## config.mk

```make
export PLATFORM = sky130hd
export DESIGN_NAME = alu_rr_sched
export DESIGN_NICKNAME = d
export VERILOG_FILES = /design/src/rtl/alu_sched_pkg.sv /design/src/rtl/rr_arb2.sv /design/src/rtl/alu_rr_sched.sv
export SDC_FILE = /design/constraint.sdc
export NUM_CORES = 1
export LEC_CHECK = 0
export CAP_MARGIN = 20
export CORE_ASPECT_RATIO = 1.1
export CORE_UTILIZATION = 53
export DETAILED_ROUTE_END_ITERATION = 6
export PLACE_DENSITY_LB_ADDON = 0.1
export SYNTH_ARGS = -nofsm -noshare
export SYNTH_HDL_FRONTEND = slang
export SYNTH_SLANG_ARGS = --single-unit
```

## constraint.sdc

```tcl
create_clock -name CLK -period 4.05 [get_ports CLK]
set_input_delay 0.405 -clock CLK [delete_from_list [all_inputs] [get_ports CLK]]
set_output_delay 0.405 -clock CLK [all_outputs]
set_load 0.005 [all_outputs]
```

## src/rtl/alu_sched_pkg.sv

```systemverilog
// Shared constants and state encoding for the round-robin ALU scheduler.
package alu_sched_pkg;

    localparam logic [1:0] OP_ADD = 2'b00;
    localparam logic [1:0] OP_MUL = 2'b01;
    localparam logic [1:0] OP_AND = 2'b10;
    localparam logic [1:0] OP_OR  = 2'b11;

    localparam logic ID_A = 1'b0;
    localparam logic ID_B = 1'b1;

    typedef enum logic [1:0] {
        ST_IDLE = 2'd0,
        ST_EXEC = 2'd1,
        ST_DONE = 2'd2
    } state_t;

endpackage

```

## src/rtl/rr_arb2.sv

```systemverilog
// Two-way round-robin arbiter: combinational grant from the valids and the
// priority bit, which moves to the loser whenever a grant is taken.
module rr_arb2
    import alu_sched_pkg::*;
(
    input  logic clk,
    input  logic rst,
    input  logic en,
    input  logic a_valid,
    input  logic b_valid,
    output logic a_grant,
    output logic b_grant
);

    logic pri_reg;

    // pri_reg = ID_B means B wins a tie
    always_comb begin
        a_grant = en & a_valid & (~b_valid | (pri_reg == ID_A));
        b_grant = en & b_valid & (~a_valid | (pri_reg == ID_B));
    end

    // A grant is always an accept, so the winner drops to lowest priority here
    always_ff @(posedge clk or posedge rst) begin
        if (rst) begin
            pri_reg <= ID_A;
        end else if (a_grant | b_grant) begin
            pri_reg <= a_grant ? ID_B : ID_A;
        end
    end

endmodule

```

## src/rtl/alu_rr_sched.sv

```systemverilog
// Round-robin scheduler sharing one registered ALU between requesters A and B.
// Optional ALU_FASTPATH_EN lets DONE grant a new operation when the result is taken.
module alu_rr_sched
    import alu_sched_pkg::*;
#(
    parameter int DW = 3,
    parameter int RW = 2 * DW
) (
    input  logic          CLK,
    input  logic          RST,
    input  logic          A_VALID,
    output logic          A_READY,
    input  logic [DW-1:0] A_X,
    input  logic [DW-1:0] A_Y,
    input  logic [1:0]    A_OP,
    input  logic          B_VALID,
    output logic          B_READY,
    input  logic [DW-1:0] B_X,
    input  logic [DW-1:0] B_Y,
    input  logic [1:0]    B_OP,
    output logic          R_VALID,
    input  logic          R_READY,
    output logic [RW-1:0] R_Z,
    output logic          R_ID,
    output logic          BUSY
);

    state_t          state_reg, state_next;
    logic [DW-1:0]   x_reg, y_reg;
    logic [1:0]      op_reg;
    logic            id_reg;
    logic            r_valid_reg, r_valid_next;
    logic [RW-1:0]   r_z_reg, r_z_next;
    logic            r_id_reg, r_id_next;
    logic            grant_en, a_grant, b_grant, accept;
    logic [RW-1:0]   x_ext, y_ext, alu_z;

`ifdef ALU_FASTPATH_EN
    assign grant_en = (state_reg == ST_IDLE) | ((state_reg == ST_DONE) & R_READY);
`else
    assign grant_en = (state_reg == ST_IDLE);
`endif

    rr_arb2 u_arb (
        .clk     (CLK),
        .rst     (RST),
        .en      (grant_en),
        .a_valid (A_VALID),
        .b_valid (B_VALID),
        .a_grant (a_grant),
        .b_grant (b_grant)
    );

    assign accept = a_grant | b_grant;

    always_ff @(posedge CLK or posedge RST) begin
        if (RST) begin
            x_reg  <= '0;
            y_reg  <= '0;
            op_reg <= OP_ADD;
            id_reg <= ID_A;
        end else if (accept) begin
            x_reg  <= b_grant ? B_X  : A_X;
            y_reg  <= b_grant ? B_Y  : A_Y;
            op_reg <= b_grant ? B_OP : A_OP;
            id_reg <= b_grant ? ID_B : ID_A;
        end
    end

    // Zero-extend first so the product keeps all RW bits
    assign x_ext = {{(RW-DW){1'b0}}, x_reg};
    assign y_ext = {{(RW-DW){1'b0}}, y_reg};

    always_comb begin
        alu_z = '0;
        case (op_reg)
            OP_ADD:  alu_z = x_ext + y_ext;
            OP_MUL:  alu_z = x_ext * y_ext;
            OP_AND:  alu_z = x_ext & y_ext;
            OP_OR:   alu_z = x_ext | y_ext;
            default: alu_z = '0;
        endcase
    end

    always_comb begin
        state_next   = state_reg;
        r_valid_next = r_valid_reg;
        r_z_next     = r_z_reg;
        r_id_next    = r_id_reg;
        case (state_reg)
            ST_IDLE: begin
                if (accept) state_next = ST_EXEC;
            end
            ST_EXEC: begin
                r_z_next     = alu_z;
                r_id_next    = id_reg;
                r_valid_next = 1'b1;
                state_next   = ST_DONE;
            end
            ST_DONE: begin
                // accept can only be high here when the fast path is built in
                if (R_READY) begin
                    r_valid_next = 1'b0;
                    state_next   = accept ? ST_EXEC : ST_IDLE;
                end
            end
            default: state_next = ST_IDLE;
        endcase
    end

    always_ff @(posedge CLK or posedge RST) begin
        if (RST) begin
            state_reg   <= ST_IDLE;
            r_valid_reg <= 1'b0;
            r_z_reg     <= '0;
            r_id_reg    <= ID_A;
        end else begin
            state_reg   <= state_next;
            r_valid_reg <= r_valid_next;
            r_z_reg     <= r_z_next;
            r_id_reg    <= r_id_next;
        end
    end

    assign A_READY = a_grant;
    assign B_READY = b_grant;
    assign R_VALID = r_valid_reg;
    assign R_Z     = r_z_reg;
    assign R_ID    = r_id_reg;
    assign BUSY    = (state_reg != ST_IDLE);

endmodule

```

After elaboration in Yosys (flattened, before gate mapping):

Cells that the tools add are included.

* bits in registers: 20
* latch bits: 0
* memory bits (writable): 0
* ROM bits: 0
* bits of input ports: 21
* output and inout port bits: 11
* logic and storage cells: 48
* memories: 0

* add/subtract/negate cells: 1
* multiply operators: 1
* div/mod/pow operators: 0
* $lt $le $gt $ge: 0
* eq/ne operators: 7
* shifts and indexed selects: 0
* muxes and demuxes: 12
* bitwise gates (word level): 12
* reduce and logical (&&, ||, !) cells: 6

Operators with widths (number)
* 6-bit case mux with 4 select lines: 1
* 2-bit == test, second input constant: 3
* 3-bit by 3-bit multiplier with 6-bit output: 1
* 2-bit two-way mux: 3
* 3-bit two-way mux: 2
* 2-bit case mux with 3 select lines: 1
* 3-bit by 3-bit adder with 4-bit output: 1
* 1-bit bitwise AND: 4
* 2-bit by 1-bit == test with 1-bit output, second input constant: 2
* 2-bit zero test: 2
* 1-bit two-way mux: 4
* 2-bit inequality test, second input constant: 2
* 2-bit AND reduction: 2
* 2-bit nonzero test: 2
* 3-bit bitwise AND: 1
* 1-bit NOT: 3
* 1-bit bitwise OR: 3
* 3-bit bitwise OR: 1
* 1-bit case mux with 2 select lines: 1

Depth between registers and ports, before layout:

Gate-level depths: netlist (run 1).

* depth after elaboration: 7
* depth in mapped cells: 8
* gate-level depth less buffers: 8

Hierarchy:

From an unflattened synthesis (run 1), not the netlist that was laid out.

* cells, all modules: 129
* area, all modules: 1266.2 um^2

By module, submodules not included
* alu_rr_sched: instances 1, cells an instance 120, area each 1201.2 um^2, sequential area each 475.5 um^2
* rr_arb2: instances 1, cells an instance 9, area each 65.1 um^2, sequential area each 25.0 um^2

Worst setup path before layout (run 1):

No wires, ideal clock.

* path kind: reg2reg
* start: register x_reg[1]
* end: register r_z_reg[2] (netlist: R_Z[2])
* library setup time: 0.125 ns
* arrival: 1.958 ns
* required time: 3.925 ns
* path slack: 1.967 ns
* stages on the path, launching flop included: 7
* buffers on the path: 0
* clock period less this slack: 2.083 ns
* cells stage by stage: dfrtp_1 -> ha_1 -> xnor2_1 -> ha_1 -> ha_1 -> mux4_2 -> mux2_2

* word-level cells in the longest chain between the ends: 2
* elaborated cells on any way between the ends: 3
* those cells by class: 1 x add/sub; 1 x mul; 1 x mux

Ends and longest elaborated chain
* start: declaration: RTL line alu_rr_sched.sv:29 `logic [DW-1:0] x_reg, y_reg;`
* start signal: assignment: RTL line alu_rr_sched.sv:63 `x_reg <= b_grant ? B_X : A_X;`
* 3-bit by 3-bit multiplier with 6-bit output or 3-bit by 3-bit adder with 4-bit output (tied branches): RTL line alu_rr_sched.sv:78, alu_rr_sched.sv:77
* 6-bit case mux with 4 select lines *: RTL line alu_rr_sched.sv:76 `case (op_reg)`
* end signal: assignment: RTL line alu_rr_sched.sv:120 `r_z_reg <= r_z_next;`
* end: declaration: RTL line alu_rr_sched.sv:33 `logic [RW-1:0] r_z_reg, r_z_next;`

Mark *: on every way between the ends. The rest lies on a longest branch, timed or not.
A chain may end at the register's enable or synchronous reset.

Worst setup path after layout (run 1):

* start: input port B_VALID
* end: output port B_READY

* word-level cells in the longest chain between the ends: 2

Ends and longest elaborated chain
* start: declaration: RTL line alu_rr_sched.sv:16 `input logic B_VALID,`
* 1-bit bitwise AND (2 in a row): RTL line rr_arb2.sv:20 `b_grant = en & b_valid & (~a_valid | (pri_reg == ID_B));`
* end: declaration: RTL line alu_rr_sched.sv:17 `output logic B_READY,`

No other way between the ends.

==> results of run 1 <==
## power groups by stage
stage | Sequential, W | Combinational (W) | Clock [W]
after detailed placement | 0.000392 | 0.000757 | 0
after global routing | 0.000404 | 0.000839 | 0.000169
after floorplan | 0.000360 | 0.000580 | 0
final | 0.000388 | 0.000750 | 0.000161
after CTS | 0.000388 | 0.000761 | 0.000164
after global placement | 0.000387 | 0.000735 | 0
## synth_stat cells
library cell / n
a211oi_1: 2
a21o_1: 3
a21oi_1: 4
a2bb2oi_1: 1
and2_1: 1
buf_2: 1
buf_6: 3
clkbuf_1: 1
clkinv_1: 1
dfrtp_1: 20
fa_1: 2
ha_1: 13
inv_1: 19
inv_2: 3
inv_4: 1
mux2_1: 1
mux2_2: 1
mux4_2: 2
nand2_1: 7
nand2b_1: 4
nand3_1: 8
nor2_1: 7
nor2_2: 1
nor2b_1: 1
nor3b_4: 1
o211a_1: 1
o21ai_0: 8
o21ai_1: 3
o21bai_1: 1
o311ai_2: 8
o31ai_1: 1
o41ai_1: 3
xnor2_1: 3
## how the worst min path moves through the flow
stage,endpoint,cells past startpoint,startpoint
5_1_grt,R_Z[0]$_DFFE_PP0P_,2,R_Z[0]$_DFFE_PP0P_
2_1_floorplan,R_ID$_DFFE_PP0P_,1,RST
3_3_place_gp,R_Z[5]$_DFFE_PP0P_,2,R_Z[5]$_DFFE_PP0P_
4_1_cts,R_Z[0]$_DFFE_PP0P_,2,R_Z[0]$_DFFE_PP0P_
6_report,R_Z[0]$_DFFE_PP0P_,2,R_Z[0]$_DFFE_PP0P_
3_5_place_dp,R_Z[0]$_DFFE_PP0P_,2,R_Z[0]$_DFFE_PP0P_
## metal layers
layer | wire length, um | GRT usage, % | share of wire [%] | vias to the layer above
met2 | 1310 | 37.3 | 53 | 27
met4 | 14 | 7.14 | 0.56 | 0
li1 | - | - | - | 529
met5 | 0 | 0 | 0 | -
met3 | 85 | 2.73 | 3.4 | 2
met1 | 1080 | 21.5 | 43 | 474
## cells by family after synthesis
family | after synthesis | synth area share (%)
AOI/OAI and AO/OA | 35 | 21.8
xor gates and xnor gates | 3 | 1.89
adders and majority gates | 15 | 14.6
buffers and inverters | 29 | 9.72
DFF | 20 | 36.0
muxes | 4 | 4.86
and+or+nand+nor | 30 | 11.2
## critical path: cells and delay by family
kind / cells / cell delay [ns]
buffers and inverters: 2 / 1.13
and+or+nand+nor: 2 / 0.88
## through the flow
step / instances / util, % / power (W) / hold WS (ns)
CTS: 197 / 70.1 / 0.00131 / 0.495
global route: 197 / 70.1 / 0.00141 / 0.512
finish: 197 / 70.1 / 0.00130 / 0.492
global placement: 193 / 68.0 / 0.00112 / 0.459
detailed placement: 193 / 68.0 / 0.00115 / 0.467
floorplan: 136 / - / 0.000940 / 0.369
## cell type report
cell class	instances	area (sq um)	share of cell area (%)
Multi-Input combinational cell	87	754	43.1
Sequential cell	20	500	28.6
Timing Repair Buffer	31	310	17.7
Inverter	24	92.6	5.29
Tap cell	31	38.8	2.22
Clock inverter	1	30.0	1.72
Clock buffer	3	22.5	1.29
==> metrics.md, run 1 <==
| Metric | Value |
|---|---|
| P per Cell Area | `743 nW/um^2` |
| Min-Delay Path Class | `flop to flop` |
| Crit. End Element | `output pin` |
| Global-route wire length before repair | `4.22 mm` |
| Post-detail-place hpwl | `2.10 mm` |
| Routed vias | `slightly above 1000` |
| CP Max Fanout | `10` |
| Antenna diode count | `0` |
| Fill count | `between 150 and 200` |
| Leakage | `around 0.8 nW` |
| Drt total wl | `roughly 2.5 mm` |
| Min Tclk post-route | `about 2.8 ns` |
| Post-Syn Instances | `136` |
| Synth Cell Area | `around 1400 sq um` |
| Final Cell Area | `roughly 1700 sq um` |
| Area Growth Syn to Fin | `25.8%` |
| Syn nets | `172` |
| Worst Path Required | `approximately 3.6 ns` |
| Mapped Avg Cell Area | `between 10 and 15 sq um` |
| Critical-path cell list | `clkdlybuf4s50_1, nor3b_4, and2_1, clkdlybuf4s50_1` |
| Pre-CTS setup slack | `1.25 ns` |
| Synth top area cells | `dfrtp_1, ha_1, o311ai_2` |
| Iter 0 DRT Violations | `11` |
| Unrepaired setup endpoints after global routing | `no` |
| Max-cap viol count | `0` |
| Final worst slack | `1.23 ns` |
| CP most frequent cell | `clkdlybuf4s50_1` |
| FP Rows | `19` |
| H-tree depth | `1` |
| R2R cell count | `6` |
| Final Hold Vio Count | `0` |
| Clock Power Share | `between 10% and 20%` |
| Sequential share of the synthesized area | `36.0%` |
| CTS sink count | `20` |
| Clk buf depth | `2` |
| Slew headroom | `between 30 and 40%` |
| Fin nets | `around 200` |
| Synth Register Bits | `20` |
| Share of the synthesized area in the top cell type | `between 30% and 40%` |
| Resized cells post-CTS | `0` |
| Reg power frac | `between 20% and 30%` |
| Vias in the first global route | `between 1000 and 1500` |
| Pin count of the biggest net entering global routing | `21` |
| Setup_tns | `0 ns` |
| Netlist cell types | `33` |
| Clk Latency, worst-skew pair | `~0.30 ns` |
| Crit Path Class | `input port to output pin` |
| DR vias/cell | `~5.2` |
| Fmax | `between 300 and 400 MHz` |
| GP Congestion | `between 0.9 and 1` |
| Max reg flops | `6` |
| Commonest non-fill, non-tap cells in the layout | `clkdlybuf4s50_1, dfrtp_1, inv_1, ha_1` |
| Ys Warns | `0` |
| Worst R2R Setup Slack | `around 1.9 ns` |
| Number of antenna violations at the first check in global routing | `0` |
| Outcome | `completed` |
| Period utilization | `69.5%` |
| Critical Path AT | `~2.4 ns` |
| RR Startpoint | `x_reg[1]$_DFFE_PP0P_` |
| CP startpoint | `B_VALID` |
| Die Ht | `roughly 56 um` |
| Clock transition at path regs | `roughly 0.12 ns` |
| Largest area contributor in the netlist | `dfrtp_1` |
| Clock Skew | `0.00938 ns` |
| Starting Density | `approximately 56%` |
| Worst stage delay on the critical path | `approximately 0.60 ns` |
| Reg2Reg Capture Point | `R_Z[2]$_DFFE_PP0P_` |
| P_int | `between 0.0007 and 0.0008 W` |
| CTS Buf Count | `3` |
| GRT Total Usage | `between 10% and 20%` |
| Crit path launch type | `input port` |
| I/O pins | `32` |
| Die width | `a little over 50 um` |
| CTS tree | `built` |
| Setup-failing EPs final | `0` |
| Post-CTS Setup Bufs | `0` |
| I/O Buffers | `31` |
| Actual slew at the worst max-slew pin | `between 0.9 and 1 ns` |
| Critical Path Sink | `B_READY` |
| Hold Buf Count CTS | `0` |
| Switching part of the total | `between 30% and 40%` |
| Per-cell routed wire length | `12.6 um` |
| Final Slew Violations | `0` |
| Slowest-stage cell, CP | `clkdlybuf4s50_1` |
| Remaining DRCs | `0` |
| Commonest non-fill, non-tap cell in the layout | `clkdlybuf4s50_1` |
| Gr ovfl total | `0` |
| Peak VDD IR | `~500 uV` |
| Logic gate share of total power | `57.8%` |
| Cell Area, Placed | `about 1700 sq um` |
| Antenna Violating Nets Remaining | `0` |
| Total core area | `between 2000 and 2500 sq um` |
| First-pass DRT Iterations | `4` |
| Net Sw Power | `about 0.00051 W` |
| Ratio of cells with drive above 1 in the final layout | `between 10% and 20%` |
| Die area | `between 2000 and 3000 sq um` |
| Root buf cell | `clkbuf_4` |
(Power assumes the default switching activity.)
==> inputs of run 2 (changes only) <==
Settings changed: CORE_UTILIZATION 53 to 50.
Clock period 4.05 ns to 2.6 ns, I/O delays scaled along.
==> run 2 against run 1 <==
Against the previous run: global-route usage decreased by 1.2 points; final area grew 0.36%; critical endpoint is now R_Z[4]$_DFFE_PP0P_; worst setup slack worse by 0.85 ns; first-iteration DRC count rose by 82%; register-to-register slack lost 1.5 ns; routed wire length is 3.1% higher; non-clock buffer count grew 3; die area increased by 5.8%.
==> metrics.md, run 2 (synthesis results as in run 1) <==
| Metric | Value |
|---|---|
| Clk buf depth | `2 (unchanged)` |
| Worst Path Required | `2.79 ns (-0.85 ns)` |
| Critical Path AT | `2.41 ns (about the same)` |
| Min Tclk post-route | `approximately 2.2 ns` |
| Fmax | `roughly 450 MHz` |
| Unrepaired setup endpoints after global routing | `no` |
| Post-detail-place hpwl | `2.14 mm (+1.7%)` |
| Switching part of the total | `40.7% (+1.1 points)` |
| Crit. End Element | `flop` |
| P per Cell Area | `1120 nW/um^2 (+51%)` |
| Total core area | `2570 sq um (+2.9%)` |
| First-pass DRT Iterations | `4 (unchanged)` |
| Max-cap viol count | `0 (unchanged)` |
| Number of antenna violations at the first check in global routing | `0 (unchanged)` |
| Die area | `3000 sq um (+5.8%)` |
| CTS tree | `built` |
| Worst R2R Setup Slack | `0.38 ns (-1.48 ns)` |
| FP Rows | `19 (unchanged)` |
| Antenna diode count | `0 (unchanged)` |
| Commonest non-fill, non-tap cells in the layout | `clkdlybuf4s50_1, dfrtp_1, inv_1, ha_1` |
| Setup_tns | `0 ns (unchanged)` |
| Setup-failing EPs final | `0 (unchanged)` |
| Clock Skew | `0.00544 ns (-0.00394 ns)` |
| CP Max Fanout | `4 (-6)` |
| Area Growth Syn to Fin | `26.3%` |
| Hold Buf Count CTS | `0 (unchanged)` |
| I/O Buffers | `31 (unchanged)` |
| Busiest grt layer | `met2` |
| Crit Path Class | `flop to flop` |
| Period utilization | `a little under nine tenths` |
| Logic gate share of total power | `60.3% (+2.5 points)` |
| Resized cells post-CTS | `0 (unchanged)` |
| Gr ovfl total | `0 (unchanged)` |
| Root buf cell | `clkbuf_4` |
| Clock transition at path regs | `0.12 ns (about the same)` |
| Leakage | `0.818 nW (+0.99%)` |
| Slew headroom | `50.2% (+11 points)` |
| DR vias/cell | `5.24 (about the same)` |
| Final std cells w/o fill | `200 (+1.5%)` |
| GP Congestion | `0.958 (-0.10%)` |
| Crit path launch type | `flop` |
| Ratio of cells with drive above 1 in the final layout | `14.2% (+1.6 points)` |
| CTS Buf Count | `3 (unchanged)` |
| Met2 Use GR | `35.9% (-1.4 points)` |
| Peak VDD IR | `713 uV (+46%)` |
| Starting Density | `54.1% (-1.5 points)` |
| Routed vias | `1047 (+1.5%)` |
| Die Ht | `57.3 um (+2.9%)` |
| Net Sw Power | `0.000803 W (+56%)` |
| Per-cell routed wire length | `12.8 um (+1.6%)` |
| Placed cell count | `196 (+1.6%)` |
| CTS sink count | `20 (unchanged)` |
| Actual slew at the worst max-slew pin | `0.746 ns (-0.157 ns)` |
| P_int | `0.00117 W (+49%)` |
| Final Hold Vio Count | `0 (unchanged)` |
| I/O pins | `32 (unchanged)` |
| Antenna Violating Nets Remaining | `0 (unchanged)` |
| Met3 Use GR | `2.67% (-0.066 points)` |
| Reg power frac | `30.4% (+0.6 points)` |
| Post-CTS Setup Bufs | `0 (unchanged)` |
| Final Slew Violations | `0 (unchanged)` |
| H-tree depth | `1 (unchanged)` |
| GRT Total Usage | `18.4% (-1.2 points)` |
| Pin count of the biggest net entering global routing | `21 (unchanged)` |
| Global-route wire length before repair | `4.08 mm (-3.4%)` |
| Min-Delay Path Class | `input port to asynchronous set/reset pin` |
| Die width | `52.3 um (+2.8%)` |
| Iter 0 DRT Violations | `20 (+9)` |
| Vias in the first global route | `1024 (+0.59%)` |
| Commonest non-fill, non-tap cell in the layout | `clkdlybuf4s50_1` |
| Drt total wl | `2.56 mm (+3.1%)` |
| Max reg flops | `6 (unchanged)` |
| Remaining DRCs | `0 (unchanged)` |
| Fin nets | `206 (+1.5%)` |
| Clk Latency, worst-skew pair | `0.30 ns (about the same)` |
| Clock Power Share | `9.3% (-3.1 points)` |
| Outcome | `completed` |
| Met1 usage | `18.7% (-2.8 points)` |
[run 2: worst max-delay path: stages, from the launching register on]
cell and delay, ns:
dfrtp_1 0.43, ha_1 0.23, xnor2_1 0.16, ha_1 0.25
ha_1 0.23, fa_1 0.38, xnor2_1 0.14, o41ai_1 0.27
[run 2: layer usage]
| layer | share of wire, % | vias up |
|---|---|---|
| li1 | - | 536 |
| met1 | 41 | 475 |
| met2 | 53 | 30 |
| met3 | 4.2 | 6 |
| met4 | 1.6 | 0 |
| met5 | 0 | - |
[run 2: final timing paths]
path	from	endpoint	cells after the start
hold / removal	RST	R_Z[3]$_DFFE_PP0P_	2
hold reg to reg	R_Z[3]$_DFFE_PP0P_	R_Z[3]$_DFFE_PP0P_	2
max in group asynchronous	RST	y_reg[0]$_DFFE_PP0P_	2
min in group CLK	R_Z[3]$_DFFE_PP0P_	R_Z[3]$_DFFE_PP0P_	2
setup reg to reg	x_reg[1]$_DFFE_PP0P_	R_Z[4]$_DFFE_PP0P_	7
setup / recovery	x_reg[1]$_DFFE_PP0P_	R_Z[4]$_DFFE_PP0P_	7
[run 2: cell type report]
| class | count | area, sq um |
|---|---|---|
| clock buffers | 4 | 36.3 |
| multi-input cells | 87 | 754 |
| fillers | 219 | 812 |
| repair buffers | 34 | 333 |
| well taps | 31 | 38.8 |
| inverters | 24 | 92.6 |
| flip-flops and latches | 20 | 500 |
[run 2: power groups by stage]
stage	Combinational, W	Sequential, W	Clock [W]
2_1_floorplan	0.000904	0.000560	0
3_3_place_gp	0.00116	0.000603	0
3_5_place_dp	0.00120	0.000612	0
4_1_cts	0.00121	0.000604	0.000189
5_1_grt	0.00132	0.000626	0.000200
6_report	0.00119	0.000601	0.000183
[run 2: stage by stage]
stage / util [%] / total power (W) / area, sq um / hold slack, ns / setup slack, ns
after detailed placement: 67.0 / 0.00181 / 1720 / 0.469 / 0.425
after global placement: 67.0 / 0.00176 / 1720 / 0.459 / 0.468
after global routing: 68.4 / 0.00215 / 1760 / 0.457 / 0.279
after floorplan: - / 0.00146 / 1390 / 0.224 / 0.517
after CTS: 68.4 / 0.00200 / 1760 / 0.391 / 0.393
final: 68.4 / 0.00197 / 1760 / 0.370 / 0.385
==> inputs of run 3 (changes only) <==
==> constraint.sdc (replaced) <==
create_clock -name CLK -period 2.6 [get_ports CLK]
set_input_delay 0.26 -clock CLK [delete_from_list [all_inputs] [get_ports CLK]]
set_output_delay 0.26 -clock CLK [all_outputs]
set_load 0.05 [all_outputs]
==> run 3 against run 2 <==
Against the previous run: critical path depth fell by 3; largest power group unchanged; non-clock buffer count fell by 1; via count rose by 2.1%; critical endpoint is now A_READY; cell count fell by 0.50%; worst setup slack got worse by 0.052 ns; first-iteration DRC count rose by 20%; utilization rose by 0.098 points; hold slack improved by 0.022 ns.
==> metrics.md, run 3 (synthesis results as in run 1) <==
| Metric | Value |
|---|---|
| Fmax | `441 MHz (-2.3%)` |
| Pin count of the biggest net entering global routing | `21 (unchanged)` |
| Max reg flops | `6 (unchanged)` |
| Switching part of the total | `47.4% (+6.8 points)` |
| Final std cells w/o fill | `199 (-0.50%)` |
| CTS Buf Count | `3 (unchanged)` |
| Peak VDD IR | `777 uV (+8.9%)` |
| CTS sink count | `20 (unchanged)` |
| Clk buf depth | `2 (unchanged)` |
| Leakage | `0.818 nW (about the same)` |
| WL met3 | `97 um (-9.3%)` |
| Final worst slack | `0.333 ns (-0.0517 ns)` |
| Setup-failing EPs final | `0 (unchanged)` |
| Reg power frac | `26.9% (-3.5 points)` |
| Commonest non-fill, non-tap cells in the layout | `clkdlybuf4s50_1, dfrtp_1, inv_1, ha_1` |
| Post-CTS Setup Bufs | `0 (unchanged)` |
| Global-route wire length before repair | `4.48 mm (+9.8%)` |
| First-pass DRT Iterations | `4 (unchanged)` |
| Die area | `3000 sq um (unchanged)` |
| Wl on met1 | `1.13 mm (+6.0%)` |
| Die width | `52.3 um (unchanged)` |
| Min Tclk post-route | `2.27 ns (+0.0517 ns)` |
| Placed cell count | `195 (-0.51%)` |
| GP Congestion | `0.966 (+0.82%)` |
| Gr ovfl total | `0 (unchanged)` |
| Fin nets | `205 (-0.49%)` |
| CP startpoint | `state_reg[1]$_DFFE_PP0P_` |
| Clock Power Share | `8.1% (-1.2 points)` |
| Final Cell Area | `1760 sq um (+0.14%)` |
| H-tree depth | `1 (unchanged)` |
| Antenna diode count | `0 (unchanged)` |
| Starting Density | `54.1% (unchanged)` |
| DR vias/cell | `5.37 (+2.6%)` |
| Clk Latency, worst-skew pair | `0.30 ns (about the same)` |
| Clock Skew | `0.00310 ns (-0.00234 ns)` |
| Total core area | `2570 sq um (unchanged)` |
| Clock transition at path regs | `0.12 ns (about the same)` |
| Cell Area, Placed | `1720 sq um (+0.15%)` |
| CP Max Fanout | `4 (unchanged)` |
| Period utilization | `87.2% (+2.0 points)` |
| Crit. End Element | `output pin` |
| Vias in the first global route | `1110 (+8.4%)` |
| Antenna Violating Nets Remaining | `0 (unchanged)` |
| Number of antenna violations at the first check in global routing | `0 (unchanged)` |
| GRT Total Usage | `20.1% (+1.7 points)` |
| I/O Buffers | `31 (unchanged)` |
| FP Rows | `19 (unchanged)` |
| Hold Buf Count CTS | `0 (unchanged)` |
| Commonest non-fill, non-tap cell in the layout | `clkdlybuf4s50_1` |
| Critical Path AT | `2.01 ns (-0.40 ns)` |
| Setup_tns | `0 ns (unchanged)` |
| P_int | `0.00118 W (+0.68%)` |
| Logic gate share of total power | `65.0% (+4.7 points)` |
| Unrepaired setup endpoints after global routing | `no` |
| Met2 routed WL | `1.44 mm (+6.2%)` |
| Worst Path Required | `2.34 ns (-0.45 ns)` |
| P per Cell Area | `1280 nW/um^2 (+13%)` |
| Crit Path Class | `flop to output pin` |
| Crit path launch type | `flop` |
| RR Startpoint | `x_reg[1]$_DFFE_PP0P_` |
| Ratio of cells with drive above 1 in the final layout | `14.3% (+0.085 points)` |
| I/O pins | `32 (unchanged)` |
| Slew headroom | `47.8% (-2.4 points)` |
| Root buf cell | `clkbuf_4` |
| Die Ht | `57.3 um (unchanged)` |
| Final Hold Vio Count | `0 (unchanged)` |
| Net Sw Power | `0.00106 W (+33%)` |
| Pre-CTS setup slack | `0.391 ns (-0.0345 ns)` |
| Remaining DRCs | `0 (unchanged)` |
| Actual slew at the worst max-slew pin | `0.782 ns (+0.0352 ns)` |
| Max-cap viol count | `0 (unchanged)` |
| Drt total wl | `2.69 mm (+4.9%)` |
| Area Growth Syn to Fin | `26.5%` |
| Resized cells post-CTS | `0 (unchanged)` |
| Per-cell routed wire length | `13.5 um (+5.4%)` |
| CTS tree | `built` |
| Iter 0 DRT Violations | `24 (+20%)` |
| Post-detail-place hpwl | `2.21 mm (+3.2%)` |
| Min-Delay Path Class | `input port to asynchronous set/reset pin` |
| Final Slew Violations | `0 (unchanged)` |
| Routed vias | `1069 (+2.1%)` |
| Outcome | `completed` |
| Top Layer Used | `met4` |
-- run 3: cell count changes in the layout (fill, tap and decap cells not counted) --
cell | previous run | this run
clkdlybuf4s50_1 | 31 | 30
buf_4 | 3 | 2
buf_12 | 0 | 1
-- run 3: stage by stage --
stage / hold slack (ns) / total power (W) / util, %
floorplan: 0.224 / 0.00170 / -
global placement: 0.461 / 0.00201 / 67.1
detailed placement: 0.470 / 0.00207 / 67.1
CTS: 0.408 / 0.00226 / 68.5
global route: 0.467 / 0.00242 / 68.5
finish: 0.392 / 0.00224 / 68.5
-- run 3: area by class of cell --
type	count	area, sq um
multi-input cells	87	754
flip-flops and latches	20	500
well taps	31	38.8
inverters	24	92.6
fillers	196	810
clock buffers	4	36.3
repair buffers	33	335
-- run 3: final timing paths --
kind / to / slack (ns) / cells past startpoint
max: A_READY / 0.33 / 4
min: x_reg[2]$_DFFE_PP0P_ / 0.39 / 2
max reg2reg: R_Z[3]$_DFFE_PP0P_ / 0.38 / 7
min reg2reg: R_Z[4]$_DFFE_PP0P_ / 0.50 / 2
max in group asynchronous: R_Z[4]$_DFFE_PP0P_ / 1.73 / 2
min in group CLK: R_Z[4]$_DFFE_PP0P_ / 0.50 / 2
-- run 3: power by group through the flow --
stage / clock network [W] / registers [W] / logic, W
CTS: 0.000187 / 0.000606 / 0.00147
detailed placement: 0 / 0.000613 / 0.00146
floorplan: 0 / 0.000731 / 0.000972
global route: 0.000199 / 0.000628 / 0.00159
global placement: 0 / 0.000603 / 0.00140
finish: 0.000182 / 0.000604 / 0.00146
-- run 3: routing by layer --
metal	track usage, %	vias up
met1	22.5	502
met5	0	-
li1	-	535
met2	37.7	28
met3	2.40	4
met4	7.89	0
-- run 3: worst max-delay path, stage by stage (launching register included) --
cell and delay [ns]:
dfrtp_1 0.46, nor2_2 0.22, nand2_1 0.10, a21oi_1 0.12
clkdlybuf4s50_1 0.81
